**src/rtl/imem_loader.sv**
```systemverilog
// Instruction-memory loader: assembles a framed big-endian byte stream into
// 32-bit words, writes them from word 0 up, and holds the CPU while loading.
module imem_loader #(
  parameter int DEPTH  = 64,
  parameter int ADDR_W = 6
) (
  input  logic              clk,
  input  logic              rst_n,
  input  logic              start,
  input  logic [7:0]        rx_data,
  input  logic              rx_valid,
  output logic              rx_ready,
  output logic              wr_en,
  output logic [ADDR_W-1:0] wr_addr,
  output logic [31:0]       wr_data,
  output logic              cpu_hold,
  output logic              load_done,
  output logic              load_err
);

  localparam logic [2:0] S_IDLE  = 3'd0;
  localparam logic [2:0] S_COUNT = 3'd1;
  localparam logic [2:0] S_DATA  = 3'd2;
  localparam logic [2:0] S_CKSUM = 3'd3;
  localparam logic [2:0] S_DONE  = 3'd4;
  localparam logic [2:0] S_ERR   = 3'd5;

  logic [2:0]        state_q, state_d;
  logic              rx_ready_q, rx_ready_d;
  logic              wr_en_q, wr_en_d;
  logic [ADDR_W-1:0] wr_addr_q, wr_addr_d;
  logic [31:0]       wr_data_q, wr_data_d;
  logic              cpu_hold_q, cpu_hold_d;
  logic              load_done_q, load_done_d;
  logic              load_err_q, load_err_d;
  logic [ADDR_W-1:0] word_idx_q, word_idx_d;
  logic [ADDR_W-1:0] last_idx_q, last_idx_d;
  logic [1:0]        byte_cnt_q, byte_cnt_d;
  logic [23:0]       shift_q, shift_d;
  logic [7:0]        cksum_q, cksum_d;
  logic              accept;

  assign accept = rx_valid && rx_ready_q;

  always_comb begin
    state_d     = state_q;
    wr_en_d     = 1'b0;
    wr_addr_d   = wr_addr_q;
    wr_data_d   = wr_data_q;
    cpu_hold_d  = cpu_hold_q;
    load_done_d = load_done_q;
    load_err_d  = load_err_q;
    word_idx_d  = word_idx_q;
    last_idx_d  = last_idx_q;
    byte_cnt_d  = byte_cnt_q;
    shift_d     = shift_q;
    cksum_d     = cksum_q;

    case (state_q)
      S_IDLE, S_DONE, S_ERR: begin
        if (start) begin
          state_d     = S_COUNT;
          cpu_hold_d  = 1'b1;
          load_done_d = 1'b0;
          load_err_d  = 1'b0;
        end
      end
      S_COUNT: begin
        if (accept) begin
          if (rx_data == 8'd0 || 32'(rx_data) > 32'(DEPTH)) begin
            state_d    = S_ERR;
            load_err_d = 1'b1;
          end else begin
            // Keep N-1 so the last-word compare fits in the index width.
            last_idx_d = ADDR_W'(rx_data - 8'd1);
            word_idx_d = '0;
            byte_cnt_d = '0;
            cksum_d    = '0;
            state_d    = S_DATA;
          end
        end
      end
      S_DATA: begin
        if (accept) begin
          shift_d    = {shift_q[15:0], rx_data};
          cksum_d    = cksum_q ^ rx_data;
          byte_cnt_d = byte_cnt_q + 2'd1;
          if (byte_cnt_q == 2'd3) begin
            wr_en_d   = 1'b1;
            wr_data_d = {shift_q, rx_data};
            wr_addr_d = word_idx_q;
            if (word_idx_q == last_idx_q) begin
              state_d = S_CKSUM;
            end else begin
              word_idx_d = word_idx_q + ADDR_W'(1);
            end
          end
        end
      end
      S_CKSUM: begin
        if (accept) begin
          if (rx_data == cksum_q) begin
            state_d     = S_DONE;
            cpu_hold_d  = 1'b0;
            load_done_d = 1'b1;
          end else begin
            state_d    = S_ERR;
            load_err_d = 1'b1;
          end
        end
      end
      default: state_d = S_IDLE;
    endcase

    // Decoding the next state keeps rx_ready registered yet exact on the final accept.
    rx_ready_d = (state_d == S_COUNT) || (state_d == S_DATA) || (state_d == S_CKSUM);
  end

  always_ff @(posedge clk) begin
    if (!rst_n) begin
      state_q     <= S_IDLE;
      rx_ready_q  <= 1'b0;
      wr_en_q     <= 1'b0;
      wr_addr_q   <= '0;
      wr_data_q   <= '0;
      cpu_hold_q  <= 1'b0;
      load_done_q <= 1'b0;
      load_err_q  <= 1'b0;
      word_idx_q  <= '0;
      last_idx_q  <= '0;
      byte_cnt_q  <= '0;
      shift_q     <= '0;
      cksum_q     <= '0;
    end else begin
      state_q     <= state_d;
      rx_ready_q  <= rx_ready_d;
      wr_en_q     <= wr_en_d;
      wr_addr_q   <= wr_addr_d;
      wr_data_q   <= wr_data_d;
      cpu_hold_q  <= cpu_hold_d;
      load_done_q <= load_done_d;
      load_err_q  <= load_err_d;
      word_idx_q  <= word_idx_d;
      last_idx_q  <= last_idx_d;
      byte_cnt_q  <= byte_cnt_d;
      shift_q     <= shift_d;
      cksum_q     <= cksum_d;
    end
  end

  assign rx_ready  = rx_ready_q;
  assign wr_en     = wr_en_q;
  assign wr_addr   = wr_addr_q;
  assign wr_data   = wr_data_q;
  assign cpu_hold  = cpu_hold_q;
  assign load_done = load_done_q;
  assign load_err  = load_err_q;

endmodule

```
**config.mk**
```make
export PLATFORM = sky130hd
export DESIGN_NAME = imem_loader
export DESIGN_NICKNAME = d
export VERILOG_FILES = /design/src/rtl/imem_loader.sv
export SDC_FILE = /design/constraint.sdc
export NUM_CORES = 1
export LEC_CHECK = 0
export BUFFER_PORTS_ARGS = -buffer_cell sky130_fd_sc_hd__buf_2
export CAP_MARGIN = 20
export CORE_ASPECT_RATIO = 0.5
export CORE_MARGIN = 1.5
export CORE_UTILIZATION = 56
export DETAILED_ROUTE_END_ITERATION = 12
export PLACE_DENSITY = 0.79
export SLEW_MARGIN = 20
export SYNTH_ARGS = -nofsm -noshare
export SYNTH_HDL_FRONTEND = slang
export SYNTH_SLANG_ARGS = --single-unit
export TNS_END_PERCENT = 10
```
**constraint.sdc**
```tcl
create_clock -name clk -period 3.11 [get_ports clk]
set_input_delay 0.622 -clock clk [delete_from_list [all_inputs] [get_ports clk]]
set_output_delay 0.622 -clock clk [all_outputs]
set_load 0.1 [all_outputs]
```
After elaboration in Yosys (flattened, before gate mapping):

Cells that the tools add are included.

* add/subtract/negate cells: 3
* magnitude comparators: 1
* eq/ne operators: 21
* multiplexer cells: 37
* bitwise operators: 2
* reduce and logical (&&, ||, !) cells: 18

Operator list (count)
* 6-bit two-way mux: 5
* 8-bit two-way mux: 3
* 3-bit two-way mux: 7
* 2-bit inequality test (second input constant): 10
* 8-bit one-hot mux with 2 select lines: 1
* 3-bit by 2-bit == test with 1-bit output (second input constant): 4
* 1-bit two-way mux: 12
* 3-bit one-hot mux with 4 select lines: 1
* 6-bit one-hot mux with 2 select lines: 1
* 6-bit AND reduction: 2
* 3-bit AND reduction: 3
* 8-bit == test: 1
* 8-bit by 7-bit greater-than comparator with 1-bit output (second input constant): 1
* 8-bit logical NOT: 1
* 4-bit AND reduction: 2
* 8-bit XOR: 1
* 6-bit by 1-bit adder with 6-bit output (second input constant): 1
* 3-bit by 1-bit == test with 1-bit output (second input constant): 2
* 3-bit == test (second input constant): 2
* 6-bit == test: 1
* 2-bit two-way mux: 3
* 6-bit by 1-bit subtractor with 6-bit output (second input constant): 1
* 1-bit one-hot mux with 2 select lines: 2
* 2-bit one-hot mux with 2 select lines: 1
* 11 further kinds: 14

* flip-flop bits (word level): 92
* output and inout bits: 43
* logic and storage cells: 95

Depth between registers and ports, before layout:

Gate-level depths: netlist (run 1).

* depth in word-level cells: 8
* gate-level depth with buffers: 8
* gate-level depth less buffers: 7

Worst setup path before layout (run 1):

Ideal clock, no wire load.

* kind: flip-flop to flip-flop
* start point: reg rx_ready_q (netlist: rx_ready)
* end point: reg word_idx_q[2]
* setup time: 70 ps
* arrival time: 2486 ps
* slack: 554 ps
* stages on the path, launching flop included: 7
* path buffers: 1
* period minus slack after synthesis: 2556 ps
* path through: dfxtp_1 > nand4b_1 > a211oi_2 > a21oi_2 > buf_6 > or4_1 > a21oi_1

* word-level cells in the longest chain between the ends: 3

RTL lines
* start, declared: line 29 `logic rx_ready_q, rx_ready_d;`
* start signal, assigned: line 136 `rx_ready_q <= rx_ready_d;`
* 1-bit logical AND *: line 43 `assign accept = rx_valid && rx_ready_q;`
* 2-bit inequality test (no source line)
* 6-bit AND reduction (no source line) *
* end signal, assigned: line 143 `word_idx_q <= word_idx_d;`
* end, declared: line 36 `logic [ADDR_W-1:0] word_idx_q, word_idx_d;`

Mark *: on every way between the ends. The rest lies on a longest branch, timed or not.
A chain may end at the register's enable or synchronous reset.

Worst setup path in the final report (run 1):

* start point: in rx_data[0]
* end point: reg cksum_q[6]

* word-level cells in the longest chain between the ends: 4

RTL lines
* start, declared: line 10 `input logic [7:0] rx_data,`
* 8-bit by 7-bit greater-than comparator with 1-bit output or 8-bit logical NOT (tied branches): line 70 `if (rx_data == 8'd0 || 32'(rx_data) > 32'(DEPTH)) begin`
* 1-bit logical OR *: line 70
* 2-bit inequality test (no source line) *
* 4-bit AND reduction (no source line) *
* end signal, assigned: line 147 `cksum_q <= cksum_d;`
* end, declared: line 40 `logic [7:0] cksum_q, cksum_d;`

Marks and branches as above.

==> impl_metrics.env, run 1 <==
export IMPL_endpoint_kind="register"
export IMPL_seq_area_frac_synth_pct=49.1
export IMPL_crit_type="in -> reg"
export IMPL_vias=3271
export IMPL_ant_nets=0
export IMPL_ctsHoldBuffers=0
export IMPL_grt_usage_pct=24.3
export IMPL_drc=0
export IMPL_drv_slew=0
export IMPL_postLayoutCoreUtil_pct=70.2
export IMPL_syn2layout_area_growth_pct=17.1
export IMPL_period_needed_ps=2510
export IMPL_status="finished clean"
export IMPL_synthCells=472
export IMPL_die_height_um=60.9
export IMPL_cts_tree="yes"
export IMPL_clock_latency_ps=350
export IMPL_rsz0062_at_grt="false"
export IMPL_clockBufferDepth=2
export IMPL_ys_ff_latch=92
export IMPL_cts_buffers=9
export IMPL_hp_class="reg -> reg"
export IMPL_worst_ir_drop_vdd_uv=316
export IMPL_max_cap_viol_count=0
export IMPL_drtIter0Drc=197
export IMPL_first_global_vias=2796
export IMPL_synth_area_sq_um=3750
export IMPL_critPathTopFamily="compound AO/OA/AOI/OAI gates"
export IMPL_fill_cells=512
export IMPL_core_area_sq_um=6260
export IMPL_cp_max_fo=23
export IMPL_synth_net_count=487
export IMPL_worstMarginPinSlew_ps=853
export IMPL_grt_pass1_wl_um=13500
export IMPL_portBuffers=54
export IMPL_critical_path_max_stage_delay_ps=700
export IMPL_max_slew_margin_pct=43.1
export IMPL_cp_arrival_ps=2790
export IMPL_hold_slack_ps=451
export IMPL_tns_ps=0
export IMPL_gp_congestion=0.843
export IMPL_async_flop_share_pct=0
export IMPL_hpwl_um=5360
export IMPL_cp_num_buf_inv=2
export IMPL_synth_edf_count=0
export IMPL_grt_max_degree=53
export IMPL_cts_repair_resized=0
export IMPL_powerDensity_nw_per_um2=561
export IMPL_clock_sinks=92
export IMPL_path_cells="buf_2 -> inv_1 -> ha_1 -> nor3b_1 -> a211oi_2 -> a21oi_2 -> o21ai_0 -> a21oi_1"
export IMPL_fmax_mhz=399
export IMPL_firstDrtPassIters=5
export IMPL_clock_skew_ps=9.81
export IMPL_cts_root_buf="clkbuf_16"
export IMPL_clk_pin_slew_worst_paths_ps=60
export IMPL_grt_overflow_total=0
export IMPL_ys_warnings_count=0
export IMPL_h_tree_depth=3
export IMPL_syn_area_per_cell_sq_um=7.95
export IMPL_num_nets_final=530
export IMPL_setup_viol=0
export IMPL_vias_per_cell=5.39
export IMPL_die_w_um=119
export IMPL_rows=20
export IMPL_initial_utilization_pct=60.0
export IMPL_boundaryPins=55
export IMPL_drive_gt1_share_pct=17.9
export IMPL_routed_wl_um=8250
export IMPL_insertedDiodeCount=0
export IMPL_dieArea_sq_um=7230
export IMPL_cp_start_kind="input pin"
export IMPL_synth_cell_type_count=41
export IMPL_period_share_pct=80.6
export IMPL_cts_setup_buffers=0
export IMPL_leakage_uw=0.00167
export IMPL_antenna_found_initial=0
export IMPL_critPathSlowestCell="a21oi_2"
export IMPL_cp_required_ps=3390
export IMPL_synthFlopType="dfxtp_1"
export IMPL_wire_per_inst_um=13.6
export IMPL_hold_violations=0
-- sequential cells by signal (all words and copies together) (netlist names) --
register and cells:
cpu_hold 1, load_done 1, last_idx_q 6, word_idx_q 6, byte_cnt_q 2, cksum_q 8
wr_en 1, load_err 1, wr_addr 6, wr_data 32, rx_ready 1, shift_q 24
state_q 3
-- cells by family (layout without fill, tap and decap cells) --
logic type               after synthesis  in the layout  share of synthesized area, %
XOR/XNOR                              18             18                          4.20
AO/OA/AOI/OAI                        111            111                          16.4
multiplexers                           2              2                         0.533
AND/OR/NAND/NOR                      210            210                          24.6
buffers and inverters                 36             83                          4.20
adder cells (fa/ha/maj)                3              3                          1.00
flip-flops                            92             92                          49.1
-- placed cells by master (no fill, tap or decap), drive strengths merged, types with 6 or more instances in the layout --
cell | Yosys | routed
or3 | 6 | 6
o21ai | 10 | 10
buf | 8 | 64
nor2 | 25 | 25
nor3 | 7 | 7
dfxtp | 92 | 92
or2 | 8 | 8
clkbuf | 24 | 10
nand2 | 137 | 137
xor2 | 12 | 12
xnor2 | 6 | 6
a21oi | 86 | 86
-- routing by layer --
| metal | up-vias | global-route usage [%] | wire length, um |
|---|---|---|---|
| li1 | 1671 | - | - |
| met1 | 1526 | 32.6 | 4220 |
| met2 | 64 | 37.7 | 3560 |
| met3 | 10 | 7.33 | 376 |
| met4 | 0 | 9.81 | 97 |
| met5 | - | 0 | 0 |
-- worst paths after layout --
kind	from	endpoint	slack [ps]	cells past startpoint
hold reg to reg	wr_data[25]$_SDFFE_PN0P_	wr_data[25]$_SDFFE_PN0P_	450	2
hold / removal	wr_data[25]$_SDFFE_PN0P_	wr_data[25]$_SDFFE_PN0P_	450	2
setup / recovery	rx_data[0]	cksum_q[6]$_SDFFE_PN0P_	600	8
setup reg to reg	state_q[1]$_SDFF_PN0_	cksum_q[4]$_SDFFE_PN0P_	720	6
-- stage by stage --
step | worst slack [ps] | total power, uW | cell area (sq um) | cells
2_1_floorplan | 554 | 1300 | 3750 | 472
3_3_place_gp | 390 | 1320 | 4080 | 592
3_5_place_dp | 293 | 1320 | 4080 | 592
4_1_cts | 636 | 2470 | 4390 | 607
5_1_grt | 341 | 2530 | 4390 | 607
6_report | 602 | 2460 | 4390 | 607
-- worst reg2reg max path, cell delays in order (launching register included) --
cell	delay, ps
dfxtp_1	540
or3b_2	640
nor2_2	230
buf_4	300
nand2_1	150
or2_2	300
a21oi_1	160
-- layout make-up --
| cell class | instances | area [sq um] | share of cell area, % |
|---|---|---|---|
| multi-input cells | 344 | 1750 | 39.9 |
| inverters | 4 | 15.0 | 0.342 |
| repair buffers | 64 | 358 | 8.14 |
| clock inverters | 5 | 86.3 | 1.96 |
| flip-flops and latches | 92 | 1840 | 41.9 |
| clock buffers | 10 | 229 | 5.21 |
| well taps | 88 | 110 | 2.51 |
-- power breakdown --
group | internal, uW | switching (uW) | total (uW)
sequential | 1180 | 6.84 | 1190
clock | 705 | 459 | 1160
combinational | 29.2 | 79.1 | 108
total | 1920 | 545 | 2460
-- cell usage after synthesis (3+ instances only) --
| cell type | number | area (sq um) |
|---|---|---|
| a21oi_1 | 85 | 425 |
| buf_2 | 6 | 30.0 |
| clkbuf_1 | 24 | 90.1 |
| dfxtp_1 | 92 | 1840 |
| ha_1 | 3 | 37.5 |
| inv_1 | 4 | 15.0 |
| nand2_1 | 137 | 514 |
| nand3_1 | 4 | 20.0 |
| nand3b_1 | 3 | 22.5 |
| nand4_1 | 3 | 18.8 |
| nor2_1 | 24 | 90.1 |
| nor3_1 | 7 | 35.0 |
| nor3b_1 | 3 | 22.5 |
| o21ai_0 | 10 | 50.1 |
| o31ai_1 | 4 | 30.0 |
| or2_2 | 8 | 50.1 |
| or3_1 | 6 | 37.5 |
| or4_1 | 4 | 30.0 |
| xnor2_1 | 6 | 52.6 |
| xor2_1 | 12 | 105 |
Power figures use the tool's default switching activity.
==> run 2, diff against run 1 <==
Settings changed: ABC_AREA set to 1, CORE_UTILIZATION 56 to 51, PLACE_DENSITY 0.79 to 0.76.
Clock period 3.11 ns to 2.1 ns, I/O delays scaled along.
==> run 2 against run 1 <==
Against the previous run:
- sequential cell count unchanged
- non-clock buffer count rose by 1
- combinational power grew to 2.6 times the previous value
- sequential share of layout area down 0.54 points
- design area is 1.4% higher
- register-to-register slack worse by 430 ps
- die area up 10%
==> impl_metrics.env, run 2 <==
export IMPL_hpwl_um=5980
export IMPL_p_seq_share_pct=49.5
export IMPL_ys_warnings_count=0
export IMPL_period_share_pct=86.2
export IMPL_num_nets_final=567
export IMPL_max_cap_viol_count=0
export IMPL_hold_violations=0
export IMPL_synth_top_cell_area_share_pct=48.6
export IMPL_seq_area_frac_synth_pct=48.6
export IMPL_worstMarginPinSlew_ps=563
export IMPL_cp_arrival_ps=2080
export IMPL_max_slew_margin_pct=62.4
export IMPL_combPwrFrac_pct=7.8
export IMPL_clock_latency_ps=340
export IMPL_gp_congestion=0.837
export IMPL_cp_required_ps=2370
export IMPL_die_w_um=125
export IMPL_grt_pass1_wl_um=15000
export IMPL_cts_tree="yes"
export IMPL_die_height_um=63.9
export IMPL_syn2layout_area_growth_pct=17.6
export IMPL_intPower_uw=2720
export IMPL_ant_nets=0
export IMPL_status="finished clean"
export IMPL_fmax_mhz=552
export IMPL_largest_reg_flops=32
export IMPL_worst_ir_drop_vdd_uv=576
export IMPL_rsz0062_at_grt="false"
export IMPL_synthFlopType="dfxtp_1"
export IMPL_setup_viol=0
export IMPL_ys_ff_latch=92
export IMPL_antenna_found_initial=0
export IMPL_tns_ps=0
export IMPL_portBuffers=54
export IMPL_cts_setup_buffers=0
export IMPL_pwr_share_clk_pct=42.6
export IMPL_clk_pin_slew_worst_paths_ps=70
export IMPL_synth_area_leaders="dfxtp_1 49%, o21ai_0 9.6%, a21oi_1 8.9%"
export IMPL_hp_class="in -> reg"
export IMPL_cp_max_fo=23
export IMPL_clock_skew_ps=6.29
export IMPL_switching_share_pct=24.7
export IMPL_first_global_vias=3231
export IMPL_clockBufferDepth=2
export IMPL_dieArea_sq_um=7980
export IMPL_final_cell_mix="91 x dfxtp_1, 73 x o21ai_0, 69 x nand2_1, 67 x a21oi_1, 66 x nor2_1"
export IMPL_p_sw_uw=892
export IMPL_leakage_uw=0.00195
export IMPL_synth_edf_count=0
export IMPL_synthCells=502
export IMPL_drv_slew=0
export IMPL_crit_type="reg -> reg"
export IMPL_pre_cts_ws_ps=40.0
export IMPL_ctsHoldBuffers=0
export IMPL_yosysTopAreaCell="dfxtp_1"
export IMPL_vias_per_cell=5.22
export IMPL_drc=0
export IMPL_cp_start_kind="register"
export IMPL_initial_utilization_pct=54.6
export IMPL_grt_usage_pct=23.7
export IMPL_boundaryPins=55
export IMPL_powerDensity_nw_per_um2=810
export IMPL_grt_overflow_total=0
export IMPL_cts_root_buf="clkbuf_16"
export IMPL_synth_cell_type_count=29
export IMPL_cts_buffers=9
export IMPL_synth_net_count=517
export IMPL_yosysMostFrequentCell="dfxtp_1"
export IMPL_firstDrtPassIters=5
export IMPL_rows=21
export IMPL_layout_commonest_cell="dfxtp_1"
export IMPL_h_tree_depth=3
export IMPL_wire_per_inst_um=13.3
export IMPL_clock_sinks=92
export IMPL_grt_max_degree=31
export IMPL_vias=3385
export IMPL_insertedDiodeCount=0
export IMPL_core_area_sq_um=6940
export IMPL_synth_area_sq_um=3790
export IMPL_routed_wl_um=8650
export IMPL_period_needed_ps=1810
export IMPL_drive_gt1_share_pct=17.2
export IMPL_synth_top_cells_by_count="92 x dfxtp_1, 73 x o21ai_0, 69 x nand2_1"
export IMPL_endpoint_kind="register"
export IMPL_drtIter0Drc=191
export IMPL_cts_repair_resized=0
export IMPL_async_flop_share_pct=0
export IMPL_p_total_uw=3610
export IMPL_syn_area_per_cell_sq_um=7.54
export IMPL_fin_ws_ps=290
-- run 2: cell types whose count changed in the layout (fill, tap and decap cells not counted), moves of 5 or more --
cell,delta
o21ai_0,+63
or3_1,-6
or2_2,-8
xor2_1,-5
a211oi_1,+5
nor2_1,+42
a21oi_1,-18
inv_1,+46
nand3_1,+14
nand2_1,-68
-- run 2: final cells by class --
cell class | instances | area (sq um)
repair buffers | 65 | 378
flip-flops and latches | 92 | 1840
clock buffers | 12 | 256
multi-input cells | 331 | 1630
clock inverters | 4 | 33.8
well taps | 92 | 115
inverters | 53 | 199
fillers | 627 | 2480
-- run 2: metrics by stage --
stage,instance area (sq um),utilization (%),hold slack (ps),std cells
2_1_floorplan,3790,-,436,502
3_3_place_gp,4160,60.0,449,633
3_5_place_dp,4160,60.0,454,633
4_1_cts,4450,64.2,420,649
5_1_grt,4450,64.2,433,649
6_report,4450,64.2,433,649
-- run 2: kinds of logic after synthesis --
kind of cell,after synthesis,share of synthesized area [%]
compound gates,152,21.3
simple gates,166,18.4
fa+ha+maj,3,0.992
flops,92,48.6
xor+xnor,10,2.31
buf+inv,79,8.33
-- run 2: worst max-delay path, cell delays in order, from the launching register on --
cell and delay, ps:
dfxtp_1 360, ha_1 310, inv_1 100, nor2_1 140, nand2_1 110, inv_2 280
buf_12 200, o21ai_0 80, a21oi_1 150
-- run 2: routing by layer --
metal | global-route usage, % | part of all wire (%) | vias up
met3 | 7.71 | 5.6 | 8
met5 | 0 | 0 | -
met1 | 29.6 | 48 | 1567
met4 | 8.66 | 0.91 | 0
li1 | - | - | 1736
met2 | 38.9 | 45 | 74
-- run 2: power groups by stage --
| stage | Sequential (uW) | Clock (uW) | Combinational [uW] |
|---|---|---|---|
| 3_3_place_gp | 1830 | 0 | 275 |
| 5_1_grt | 1790 | 1660 | 312 |
| 4_1_cts | 1790 | 1580 | 280 |
| 6_report | 1790 | 1540 | 282 |
| 2_1_floorplan | 1880 | 0 | 154 |
| 3_5_place_dp | 1830 | 0 | 277 |
-- run 2: worst paths after layout --
kind                            depth (start not counted)                  startpoint                        to  slack (ps)
worst max-delay path                                    8  byte_cnt_q[0]$_SDFFE_PN0P_  wr_data[12]$_SDFFE_PN0P_         290
worst min-delay path                                    3                  rx_data[2]   shift_q[2]$_SDFFE_PN0P_         430
worst max register to register                          8  byte_cnt_q[0]$_SDFFE_PN0P_  wr_data[12]$_SDFFE_PN0P_         290
worst min register to register                          2       cpu_hold$_SDFFE_PN0P_     cpu_hold$_SDFFE_PN0P_         460
